`config.mk`:
```
export PLATFORM = sky130hd
export DESIGN_NAME = pipelined_adder
export DESIGN_NICKNAME = d
export VERILOG_FILES = /design/src/rtl/pipelined_adder.sv
export SDC_FILE = /design/constraint.sdc
export NUM_CORES = 1
export LEC_CHECK = 0
export ABC_AREA = 0
export BUFFER_PORTS_ARGS = -buffer_cell sky130_fd_sc_hd__buf_2
export CELL_PAD_IN_SITES_DETAIL_PLACEMENT = 1
export CELL_PAD_IN_SITES_GLOBAL_PLACEMENT = 2
export CORE_ASPECT_RATIO = 1.25
export CORE_UTILIZATION = 30
export CTS_CLUSTER_DIAMETER = 50
export CTS_CLUSTER_SIZE = 30
export DETAILED_ROUTE_END_ITERATION = 7
export GPL_TIMING_DRIVEN = 0
export HOLD_SLACK_MARGIN = 0.02
export PLACE_DENSITY_LB_ADDON = 0.1
export SYNTH_ARGS = -nofsm -noshare
export SYNTH_HDL_FRONTEND = slang
export SYNTH_SLANG_ARGS = --single-unit
```
`constraint.sdc`:
```
create_clock -name clk -period 1.7 [get_ports clk]
set_input_delay 0.34 -clock clk [delete_from_list [all_inputs] [get_ports clk]]
set_output_delay 0.34 -clock clk [all_outputs]
set_load 0.01 [all_outputs]
```
`src/rtl/pipelined_adder.sv`:
```
// Pipelined BIT_WIDTH-bit adder: the carry chain is cut into STAGES chunks with a register per chunk,
// valid/ready on both sides, per-transaction signed/unsigned mode and optional saturation.
module pipelined_adder #(
    parameter int BIT_WIDTH = 8,
    parameter int STAGES    = 2,
    parameter bit SATURATE  = 1'b0
) (
    input  logic                 clk,
    input  logic                 rst,
    input  logic                 in_valid,
    output logic                 in_ready,
    input  logic [BIT_WIDTH-1:0] a,
    input  logic [BIT_WIDTH-1:0] b,
    input  logic                 carry_in,
    input  logic                 signed_mode,
    output logic                 out_valid,
    input  logic                 out_ready,
    output logic [BIT_WIDTH-1:0] sum,
    output logic                 overflow
);
    localparam int CHUNK = BIT_WIDTH / STAGES;
    localparam int LAST  = STAGES - 1;
    localparam int MSB   = BIT_WIDTH - 1;
    localparam logic [BIT_WIDTH-1:0] SMAX = {1'b0, {(BIT_WIDTH-1){1'b1}}};
    localparam logic [BIT_WIDTH-1:0] SMIN = {1'b1, {(BIT_WIDTH-1){1'b0}}};

    logic [STAGES-1:0]    vld_q;
    logic [STAGES-1:0]    take;
    logic [STAGES-1:0]    vin;
    logic [BIT_WIDTH-1:0] a_q    [STAGES];
    logic [BIT_WIDTH-1:0] a_d    [STAGES];
    logic [BIT_WIDTH-1:0] b_q    [STAGES];
    logic [BIT_WIDTH-1:0] b_d    [STAGES];
    logic [BIT_WIDTH-1:0] psum_q [STAGES];
    logic [BIT_WIDTH-1:0] psum_d [STAGES];
    logic                 cy_q   [STAGES];
    logic                 cy_d   [STAGES];
    logic                 mode_q [STAGES];
    logic                 mode_d [STAGES];
    logic [BIT_WIDTH-1:0] sum_q, sum_d;
    logic                 ovf_q, ovf_d;

    function automatic logic [CHUNK:0] add_chunk(input logic [CHUNK-1:0] x,
                                                 input logic [CHUNK-1:0] y,
                                                 input logic             c);
        return {1'b0, x} + {1'b0, y} + {{CHUNK{1'b0}}, c};
    endfunction

    function automatic logic [BIT_WIDTH-1:0] saturate(input logic [BIT_WIDTH-1:0] raw,
                                                      input logic ovf,
                                                      input logic smode,
                                                      input logic a_msb);
        if (!SATURATE || !ovf) return raw;
        if (!smode)            return '1;
        return a_msb ? SMIN : SMAX;
    endfunction

    // A stage may load when it is empty or its content moves on this cycle (bubbles collapse).
    always_comb begin
        logic t;
        take = '0;
        t = !vld_q[LAST] || out_ready;
        take[LAST] = t;
        for (int k = LAST - 1; k >= 0; k--) begin
            t = !vld_q[k] || t;
            take[k] = t;
        end
    end

    assign in_ready = !rst && take[0];

    always_comb begin
        logic [BIT_WIDTH-1:0] sa, sb, ss, raw;
        logic                 sc, sm;
        logic [CHUNK:0]       ch;
        sa = '0; sb = '0; ss = '0; sc = 1'b0; sm = 1'b0; ch = '0; raw = '0;
        vin = '0;
        for (int k = 0; k < STAGES; k++) begin
            if (k == 0) begin
                sa = a; sb = b; ss = '0; sc = carry_in; sm = signed_mode;
                vin[k] = in_valid;
            end else begin
                sa = a_q[(k == 0) ? 0 : k - 1];
                sb = b_q[(k == 0) ? 0 : k - 1];
                ss = psum_q[(k == 0) ? 0 : k - 1];
                sc = cy_q[(k == 0) ? 0 : k - 1];
                sm = mode_q[(k == 0) ? 0 : k - 1];
                vin[k] = vld_q[(k == 0) ? 0 : k - 1];
            end
            ch = add_chunk(sa[k*CHUNK +: CHUNK], sb[k*CHUNK +: CHUNK], sc);
            ss[k*CHUNK +: CHUNK] = ch[CHUNK-1:0];
            a_d[k]    = sa;
            b_d[k]    = sb;
            psum_d[k] = ss;
            cy_d[k]   = ch[CHUNK];
            mode_d[k] = sm;
        end
        // Final chunk: judge overflow on the full raw sum, then clamp if enabled.
        raw   = psum_d[LAST];
        ovf_d = mode_d[LAST] ? ((a_d[LAST][MSB] == b_d[LAST][MSB]) && (raw[MSB] != a_d[LAST][MSB]))
                             : cy_d[LAST];
        sum_d = saturate(raw, ovf_d, mode_d[LAST], a_d[LAST][MSB]);
    end

    always_ff @(posedge clk or posedge rst) begin
        if (rst) begin
            vld_q <= '0;
            sum_q <= '0;
            ovf_q <= 1'b0;
        end else begin
            for (int k = 0; k < STAGES; k++) begin
                if (take[k]) vld_q[k] <= vin[k];
            end
            if (take[LAST] && vin[LAST]) begin
                sum_q <= sum_d;
                ovf_q <= ovf_d;
            end
        end
    end

    always_ff @(posedge clk) begin
        for (int k = 0; k < STAGES; k++) begin
            if (take[k]) begin
                a_q[k]    <= a_d[k];
                b_q[k]    <= b_d[k];
                psum_q[k] <= psum_d[k];
                cy_q[k]   <= cy_d[k];
                mode_q[k] <= mode_d[k];
            end
        end
    end

    assign out_valid = vld_q[LAST];
    assign sum       = sum_q;
    assign overflow  = ovf_q;

endmodule
```
==> results.sh, run 1 <==
export IMPL_ys_seq_area_share_pct=59.7
export IMPL_cp_slowest_cell="fa_2"
export IMPL_slew_headroom_pct=54.4
export IMPL_synth_cell_types=20
export IMPL_firstDrtPassIters=6
export IMPL_worst_pin_slew_ns=0.682
export IMPL_cts_buffers=3
export IMPL_viasPerCell=4.56
export IMPL_areaGrowthSynthToFinish_pct=22.7
export IMPL_setup_viol=0
export IMPL_p_sw_share_pct=27.1
export IMPL_wl_per_cell_um=12.0
export IMPL_antenna_found_initial=0
export IMPL_r2r_start="a_q[0][4]"
export IMPL_slowest_delay_ns=0.40
export IMPL_yosysTopAreaCell="edfxtp_1"
export IMPL_post_cts_buffers=0
export IMPL_seq_power_share_pct=53.4
export IMPL_dp_final_hpwl_um=1510
export IMPL_cp_top_family="simple AND/OR/NAND/NOR gates"
export IMPL_hold_slack_ns=0.0550
export IMPL_antennaDiodeCount=0
export IMPL_crit_type="register to register"
export IMPL_start_kind="register"
export IMPL_cts_root_buf="clkbuf_8"
export IMPL_clk_latency_ns=0.27
export IMPL_cp_num_buf_inv=1
export IMPL_r2r_end="overflow"
export IMPL_grt_max_degree=16
export IMPL_vdd_drop_max_mv=0.385
export IMPL_placed_cell_area_mm2=0.00138
export IMPL_ant_nets=0
export IMPL_ys_ff_latch=25
export IMPL_grt_ovfl_total=0
export IMPL_finalSetupTns_ns=0
export IMPL_grt_usage_pct=10.2
export IMPL_drv_cap=0
export IMPL_drive_gt1_share_pct=40.5
export IMPL_p_leak_nw=0.663
export IMPL_cts_sinks=25
export IMPL_fin_cells=160
export IMPL_synth_warnings=0
export IMPL_grt_pass1_vias=742
export IMPL_comb_power_share_pct=23.4
export IMPL_synth_area_mm2=0.00116
export IMPL_design_area_mm2=0.00143
export IMPL_min_period_ns=1.70
export IMPL_placed_cells=156
export IMPL_hold_class="primary input to asynchronous set/reset pin"
export IMPL_htree_num_levels=1
export IMPL_num_io_pins=33
export IMPL_grt_pass1_wl_um=3170
export IMPL_cp_required_ns=1.87
export IMPL_status="finished with violations"
export IMPL_die_area_mm2=0.00414
export IMPL_fin_crit_sh_pct=99.8
export IMPL_cp_arrival_ns=1.86
export IMPL_pwr_share_clk_pct=23.2
export IMPL_fmax_ghz=0.589
export IMPL_io_buffer_count=32
export IMPL_gp_congestion=0.671
export IMPL_synth_area_per_cell_um2=13.7
export IMPL_synth_top_area_share_pct=36.1
export IMPL_r2r_slack_ns=0.003
export IMPL_power_switching_uw=411
export IMPL_cts_buffer_depth=2
export IMPL_cts_tree="yes"
export IMPL_cp_cell_sequence="inv_2, fa_2, and3b_4, o21ai_2, and4bb_1, o31a_1"
export IMPL_nets=154
export IMPL_path_max_fanout=3
export IMPL_r2r_cells=6
export IMPL_power_density_mw_per_mm2=1060
export IMPL_synth_area_top_cells="edfxtp_1 36%, dfrtp_1 24%, fa_1 6.9%, ha_1 6.4%, mux2_2 4.8%"
export IMPL_violations="DRC"
export IMPL_start_util_pct=32.3
export IMPL_drc=2
export IMPL_syn_num_nets=117
export IMPL_fp_dieW_um=57.7
export IMPL_vias=729
export IMPL_core_mm2=0.00360
export IMPL_clkSlewWorstSetupHoldPaths_ns=0.09
export IMPL_finalHoldViolCount=0
export IMPL_report_final_slew_viol_count=0
export IMPL_p_int_mw=1.10
export IMPL_critPathCaptureType="register"
export IMPL_rows=24
export IMPL_fin_skew_ns=0.00396
export IMPL_die_h_um=71.7
export IMPL_rsz0062_at_grt="yes"
export IMPL_syn_inst=85
export IMPL_drt_total_wl_um=1920
export IMPL_drt_initial_drc_count=21
how the worst max path moves through the flow:
stage / from / endpoint / depth (start not counted)
finish: a_q[0][4] / overflow / 6
detailed placement: a_q[0][4] / overflow / 6
CTS: cy_q[0] / overflow / 6
global route: a_q[0][4] / overflow / 6
floorplan: a_q[0][4] / overflow / 6
global placement: a_q[0][4] / overflow / 7
Yosys cell counts, drive strengths merged:
library cell / n
and3b: 1
fa: 4
a21oi: 3
nand2: 5
dfrtp: 11
nand2b: 5
and4bb: 1
o21ai: 6
mux2: 5
edfxtp: 14
inv: 11
nor2b: 3
xor2: 1
o31a: 1
xnor2: 3
buf: 1
a21o: 2
nor3: 1
ha: 6
nor2: 1
logic make-up (layout without fill, tap and decap cells):
group / count (synthesis) / after routing / share of synthesized area, %
buffers and inverters: 12 / 48 / 3.97
adders and majority gates: 10 / 10 / 13.3
AOI/OAI and AO/OA: 12 / 12 / 5.91
and+or+nand+nor: 17 / 17 / 9.24
DFF: 25 / 25 / 59.7
muxes: 5 / 5 / 4.83
xor gates and xnor gates: 4 / 4 / 3.01
power by group through the flow:
stage / combinational (mW) / clock [mW] / sequential (mW)
floorplan: 0.185 / 0 / 0.847
global placement: 0.351 / 0 / 0.818
detailed placement: 0.359 / 0 / 0.823
CTS: 0.366 / 0.371 / 0.811
global route: 0.397 / 0.384 / 0.822
finish: 0.354 / 0.352 / 0.808
metrics by stage:
stage               power, mW  utilization [%]  worst slack, ns
floorplan                1.03                -           0.0330
global placement         1.17             38.2          -0.0586
detailed placement       1.18             38.2          -0.0643
CTS                      1.55             39.7         -0.00358
global route             1.60             39.7          -0.0715
finish                   1.51             39.7          0.00340
state kept, by name, summed over array words and instances, names as in the netlist:
| name | flops |
|---|---|
| a_q | 4 |
| b_q | 4 |
| cy_q | 1 |
| mode_q | 1 |
| overflow | 1 |
| psum_q | 4 |
| sum | 8 |
| vld_q | 2 |
layer usage:
layer	GRT usage, %	vias up	wire length, um	part of all wire, %
met1	11.8	344	822	43
li1	-	357	-	-
met3	1.44	5	95	5.0
met2	17.6	23	943	49
met5	0	-	0	0
met4	6.35	0	54	2.8
final cells by class:
cell class,instances,area [um2]
Clock buffer,3,41.3
Buffer,1,5.00
Clock inverter,1,5.00
Inverter,11,41.3
Fill cell,405,2170
Tap cell,39,48.8
Timing Repair Buffer,32,160
Sequential cell,25,696
Multi-Input combinational cell,48,432
placed cells by master, fill, tap and decap left out:
cell type / instances
and4bb_1: 1
edfxtp_1: 14
nand2b_1: 5
nor3_2: 1
xnor2_1: 3
fa_1: 2
o31a_1: 1
o21ai_1: 1
o21ai_0: 4
a21o_1: 2
a21oi_1: 3
inv_2: 2
o21ai_2: 1
mux2_2: 5
inv_1: 9
buf_2: 33
clkinv_2: 1
nand2_1: 5
dfrtp_1: 11
and3b_4: 1
nor2b_1: 3
fa_2: 2
xor2_1: 1
nor2_1: 1
ha_1: 6
clkbuf_8: 3
what timing repair did:
action                                  4_1_cts  5_1_grt
hold endpoints to repair                      0        0
resized for setup                             5        1
hold buffers                                  0        0
pin swaps                                     4        1
endpoints found under the setup margin        1        2
(Power assumes the default switching activity.)
==> run 2, diff against run 1 <==
ABC_AREA = 1   (was 0)
CORE_UTILIZATION = 34   (was 30)
SKIP_CTS_REPAIR_TIMING = 1   (was unset)
clock period = 2 ns   (was 1.7 ns; I/O delays follow)
==> run 2 against run 1 <==
The run now ends clean; register-to-register slack improved by 0.24 ns; clock skew rose by 0.0056 ns; total power fell by 13%; critical path depth rose by 2; wire length rose by 10%; sequential power fell by 15%; cell count rose by 13%; first-iteration DRC count rose by 14%; hold slack improved by 0.053 ns; cell area rose by 1.2%; via count rose by 13%; sequential cell count did not move.
==> results.sh, run 2 <==
export IMPL_fin_cells=180
export IMPL_cp_slowest_cell="fa_1"
export IMPL_cts_tree="yes"
export IMPL_worst_pin_slew_ns=0.442
export IMPL_design_area_mm2=0.00145
export IMPL_slew_headroom_pct=70.5
export IMPL_clkSlewWorstSetupHoldPaths_ns=0.09
export IMPL_hold_class="primary input to asynchronous set/reset pin"
export IMPL_rsz0062_at_grt="no"
export IMPL_fin_skew_ns=0.00955
export IMPL_dp_final_hpwl_um=1720
export IMPL_grt_pass1_vias=811
export IMPL_firstDrtPassIters=4
export IMPL_ant_nets=0
export IMPL_r2r_start="b_q[0][4]"
export IMPL_synth_area_per_cell_um2=11.1
export IMPL_netlist_top_cells_count="28 x nand2_1, 18 x inv_1, 14 x edfxtp_1"
export IMPL_cp_top_family="adder cells"
export IMPL_min_period_ns=1.76
export IMPL_htree_num_levels=1
export IMPL_finalHoldViolCount=0
export IMPL_synth_warnings=0
export IMPL_fmax_ghz=0.569
export IMPL_drv_cap=0
export IMPL_setup_viol=0
export IMPL_synth_area_mm2=0.00119
export IMPL_synth_area_top_cells="edfxtp_1 35%, dfrtp_1 23%, nand2_1 8.9%, fa_1 6.8%, ha_1 6.3%"
export IMPL_report_final_slew_viol_count=0
export IMPL_drive_gt1_share_pct=30.1
export IMPL_total_power_mw=1.32
export IMPL_cp_arrival_ns=1.97
export IMPL_synth_main_ff_cell="edfxtp_1"
export IMPL_cp_required_ns=2.21
export IMPL_cts_buffers=3
export IMPL_crit_type="register to register"
export IMPL_r2r_end="overflow"
export IMPL_fin_crit_sh_pct=87.9
export IMPL_cts_sinks=25
export IMPL_drt_total_wl_um=2120
export IMPL_synth_cell_types=18
export IMPL_synth_top_area_share_pct=35.4
export IMPL_synth_most_common_cell="nand2_1"
export IMPL_final_cell_mix="32 x buf_2, 28 x nand2_1, 18 x inv_1, 14 x edfxtp_1, 11 x dfrtp_1"
export IMPL_syn_num_nets=139
export IMPL_drt_initial_drc_count=24
export IMPL_r2r_slack_ns=0.24
export IMPL_grt_max_degree=17
export IMPL_power_density_mw_per_mm2=911
export IMPL_ys_seq_area_share_pct=58.6
export IMPL_fp_dieW_um=54.8
export IMPL_worstSetupPathDepth=8
export IMPL_antennaDiodeCount=0
export IMPL_cp_cell_sequence="inv_1, fa_1, fa_1, inv_1, nand3_1, nand2_1, a21oi_1, a21oi_2"
export IMPL_path_max_fanout=2
export IMPL_core_mm2=0.00328
export IMPL_layout_commonest_cell="buf_2"
export IMPL_fillCellCount=387
export IMPL_slowest_delay_ns=0.43
export IMPL_grt_ovfl_total=0
export IMPL_antenna_found_initial=0
export IMPL_num_io_pins=33
export IMPL_rows=23
export IMPL_areaGrowthSynthToFinish_pct=21.9
export IMPL_die_h_um=68.0
export IMPL_placed_cells=176
export IMPL_status="finished, final reports clean"
export IMPL_cp_num_buf_inv=2
export IMPL_vias=827
export IMPL_finalSetupTns_ns=0
export IMPL_grt_pass1_wl_um=3370
export IMPL_clk_latency_ns=0.27
export IMPL_largest_reg_flops=8
export IMPL_placed_cell_area_mm2=0.00139
export IMPL_gp_congestion=0.680
export IMPL_viasPerCell=4.59
export IMPL_fin_util_pct=44.1
export IMPL_synth_edff_count=14
export IMPL_vdd_drop_max_mv=0.670
export IMPL_async_flop_share_pct=44.0
export IMPL_nets=176
export IMPL_startpoint="b_q[0][4]"
export IMPL_critPathCaptureType="register"
export IMPL_start_kind="register"
export IMPL_cts_buffer_depth=2
export IMPL_wl_per_cell_um=11.8
export IMPL_start_util_pct=36.2
export IMPL_r2r_cells=8
export IMPL_yosysTopAreaCell="edfxtp_1"
export IMPL_io_buffer_count=32
export IMPL_p_leak_nw=0.738
export IMPL_die_area_mm2=0.00373
export IMPL_syn_inst=107
export IMPL_ys_ff_latch=25
export IMPL_drc=0
export IMPL_cts_root_buf="clkbuf_8"
export IMPL_grt_usage_pct=13.0
==> run 2: cell types whose count changed in the layout (fill, tap and decap cells not counted), moves of 3 or more <==
| cell | before | now |
|---|---|---|
| mux2_2 | 5 | 0 |
| nand2_1 | 5 | 28 |
| nor2b_1 | 3 | 0 |
| inv_1 | 9 | 18 |
| nand3_2 | 0 | 3 |
| nand2b_1 | 5 | 0 |
| nand3_1 | 0 | 3 |
==> run 2: worst max-delay path by stage <==
stage	end	slack, ns
global placement	in_ready	0.1
finish	overflow	0.24
detailed placement	in_ready	0.06
floorplan	overflow	0.39
global route	in_ready	0.09
CTS	in_ready	-0.07
==> run 2: area by class of cell <==
class	instances	area [um2]	share of cell area [%]
Clock buffer	3	41.3	2.85
Tap cell	37	46.3	3.20
Buffer	1	11.3	0.779
Sequential cell	25	696	48.1
Timing Repair Buffer	32	160	11.1
Inverter	18	67.6	4.67
Multi-Input combinational cell	63	417	28.8
Clock inverter	1	7.51	0.519
==> run 2: layer usage <==
metal	up-vias	GRT usage, %	routed length [um]
met5	-	0	0
met4	0	5.77	38
met3	4	3.33	104
met2	24	22.9	1110
met1	385	14.1	868
li1	414	-	-
==> run 2: power breakdown <==
group | internal (mW) | total, mW | switching (mW) | leakage, nW
clock network | 0.141 | 0.306 | 0.165 | 0.0217
logic | 0.138 | 0.321 | 0.184 | 0.440
registers | 0.647 | 0.690 | 0.0422 | 0.276
==> run 2: cell families after synthesis <==
kind of cell               Yosys count  synth area share, %
and+or+nand+nor                     39                 14.5
adders and majority gates           10                 13.1
AOI/OAI and AO/OA                   11                 4.96
DFF                                 25                 58.6
buffers and inverters               19                 6.65
xor gates and xnor gates             3                 2.22
==> run 2: through the flow <==
step | setup WS, ns | hold WS, ns
2_1_floorplan | 0.388 | 0.261
3_3_place_gp | 0.0964 | 0.422
3_5_place_dp | 0.0572 | 0.423
4_1_cts | -0.0679 | 0.124
5_1_grt | 0.0935 | 0.136
6_report | 0.241 | 0.108
==> run 3, diff against run 2 <==
==> constraint.sdc (replaced) <==
create_clock -name clk -period 2 [get_ports clk]
set_input_delay 0.6 -clock clk [delete_from_list [all_inputs] [get_ports clk]]
set_output_delay 0.6 -clock clk [all_outputs]
set_load 0.01 [all_outputs]
==> run 3 against run 2 <==
Worst setup slack lost 0.086 ns; non-clock buffer count is 6 higher; clock power is essentially flat; sequential power barely moved; hold slack better by 0.14 ns; die area stayed put; critical path depth fell by 3; wire length grew 2.3%; utilization increased by 1.7 points; critical path type is now primary input to output port; global-route usage unchanged; maximum frequency down 4.7%.
==> results.sh, run 3 (synthesis gave the netlist of run 2 again) <==
export IMPL_status="finished, final reports clean"
export IMPL_cts_sinks=25
export IMPL_firstDrtPassIters=4
export IMPL_crit_type="primary input to output port"
export IMPL_drc=0
export IMPL_path_max_fanout=12
export IMPL_wl_per_cell_um=11.6
export IMPL_drive_gt1_share_pct=33.6
export IMPL_die_area_mm2=0.00373
export IMPL_layout_commonest_cell="buf_2"
export IMPL_largest_reg_flops=8
export IMPL_rsz0062_at_grt="no"
export IMPL_grt_usage_pct=13.0
export IMPL_cts_tree="yes"
export IMPL_vdd_drop_max_mv=0.659
export IMPL_cp_num_buf_inv=4
export IMPL_start_util_pct=36.2
export IMPL_critPathCaptureType="output port"
export IMPL_fin_skew_ns=0.0101
export IMPL_fp_dieW_um=54.8
export IMPL_slowest_delay_ns=0.24
export IMPL_fmax_ghz=0.542
export IMPL_nets=182
export IMPL_vias=846
export IMPL_core_mm2=0.00328
export IMPL_drt_initial_drc_count=23
export IMPL_antenna_found_initial=0
export IMPL_setup_viol=0
export IMPL_clkSlewWorstSetupHoldPaths_ns=0.09
export IMPL_total_power_mw=1.34
export IMPL_grt_ovfl_total=0
export IMPL_die_h_um=68.0
export IMPL_min_period_ns=1.85
export IMPL_io_buffer_count=32
export IMPL_cp_required_ns=1.40
export IMPL_num_io_pins=33
export IMPL_rows=23
export IMPL_cts_buffer_depth=2
export IMPL_grt_pass1_vias=811
export IMPL_htree_num_levels=1
export IMPL_power_density_mw_per_mm2=890
export IMPL_antennaDiodeCount=0
export IMPL_cts_root_buf="clkbuf_8"
export IMPL_drt_total_wl_um=2170
export IMPL_cp_top_family="buffers and inverters"
export IMPL_ant_nets=0
export IMPL_hold_slack_ns=0.252
export IMPL_final_cell_mix="32 x buf_2, 28 x nand2_1, 17 x inv_1, 14 x edfxtp_1, 11 x dfrtp_1"
export IMPL_finalHoldViolCount=0
export IMPL_grt_pass1_wl_um=3370
export IMPL_cp_cell_sequence="buf_2, clkinvlp_4, nand2_1, inv_1, buf_2"
export IMPL_viasPerCell=4.55
export IMPL_crit_path_frequent_cell="buf_2"
export IMPL_start_kind="primary input"
export IMPL_slew_headroom_pct=82.9
export IMPL_cp_slowest_cell="clkinvlp_4"
export IMPL_drv_cap=0
export IMPL_cts_buffers=3
export IMPL_fin_crit_sh_pct=92.3
export IMPL_worst_pin_slew_ns=0.256
export IMPL_dp_final_hpwl_um=1720
export IMPL_fillCellCount=381
export IMPL_hold_class="primary input to asynchronous set/reset pin"
export IMPL_cp_arrival_ns=1.25
export IMPL_gp_congestion=0.680
export IMPL_clk_latency_ns=0.27
export IMPL_p_leak_nw=0.760
export IMPL_grt_max_degree=17
export IMPL_report_final_slew_viol_count=0
export IMPL_areaGrowthSynthToFinish_pct=26.7
==> run 3: layout make-up <==
type | count | area, um2 | share of cell area, %
clock inverters | 1 | 7.51 | 0.500
well taps | 37 | 46.3 | 3.08
clock buffers | 3 | 41.3 | 2.75
flip-flops and latches | 25 | 696 | 46.3
inverters | 18 | 71.3 | 4.75
multi-input cells | 63 | 424 | 28.2
plain buffers | 1 | 11.3 | 0.749
repair buffers | 38 | 205 | 13.7
==> run 3: path summary, 6_finish.rpt <==
| check | start | to | slack [ns] | cells past startpoint |
|---|---|---|---|---|
| worst max register to register | b_q[0][4] | overflow | 0.24 | 8 |
| min in group clk | psum_q[0][1] | sum[1] | 0.45 | 2 |
| max in group asynchronous | rst | sum[2] | 1.55 | 2 |
| worst min-delay path | rst | vld_q[1] | 0.25 | 2 |
| worst max-delay path | rst | in_ready | 0.15 | 5 |
| worst min register to register | psum_q[0][1] | sum[1] | 0.45 | 2 |
==> run 3: metal layers <==
layer	global-route usage, %	routed length [um]
met4	5.77	38
met1	14.1	892
met2	22.9	1130
met5	0	0
met3	3.33	104
==> run 3: power breakdown <==
group / total [mW] / internal (mW) / switching (mW)
Combinational: 0.338 / 0.151 / 0.188
Clock: 0.308 / 0.141 / 0.166
Sequential: 0.692 / 0.647 / 0.0445
Total: 1.34 / 0.939 / 0.398
==> run 3: stage by stage <==
step | setup TNS (ns) | utilization [%] | std cells | instance area (um2) | worst slack (ns)
2_1_floorplan | 0 | - | 107 | 1190 | 0.132
6_report | 0 | 45.8 | 186 | 1500 | 0.155
3_3_place_gp | -0.304 | 42.4 | 176 | 1390 | -0.304
5_1_grt | 0 | 45.8 | 186 | 1500 | 0.0561
3_5_place_dp | -0.343 | 42.4 | 176 | 1390 | -0.343
4_1_cts | -0.343 | 43.9 | 180 | 1440 | -0.343
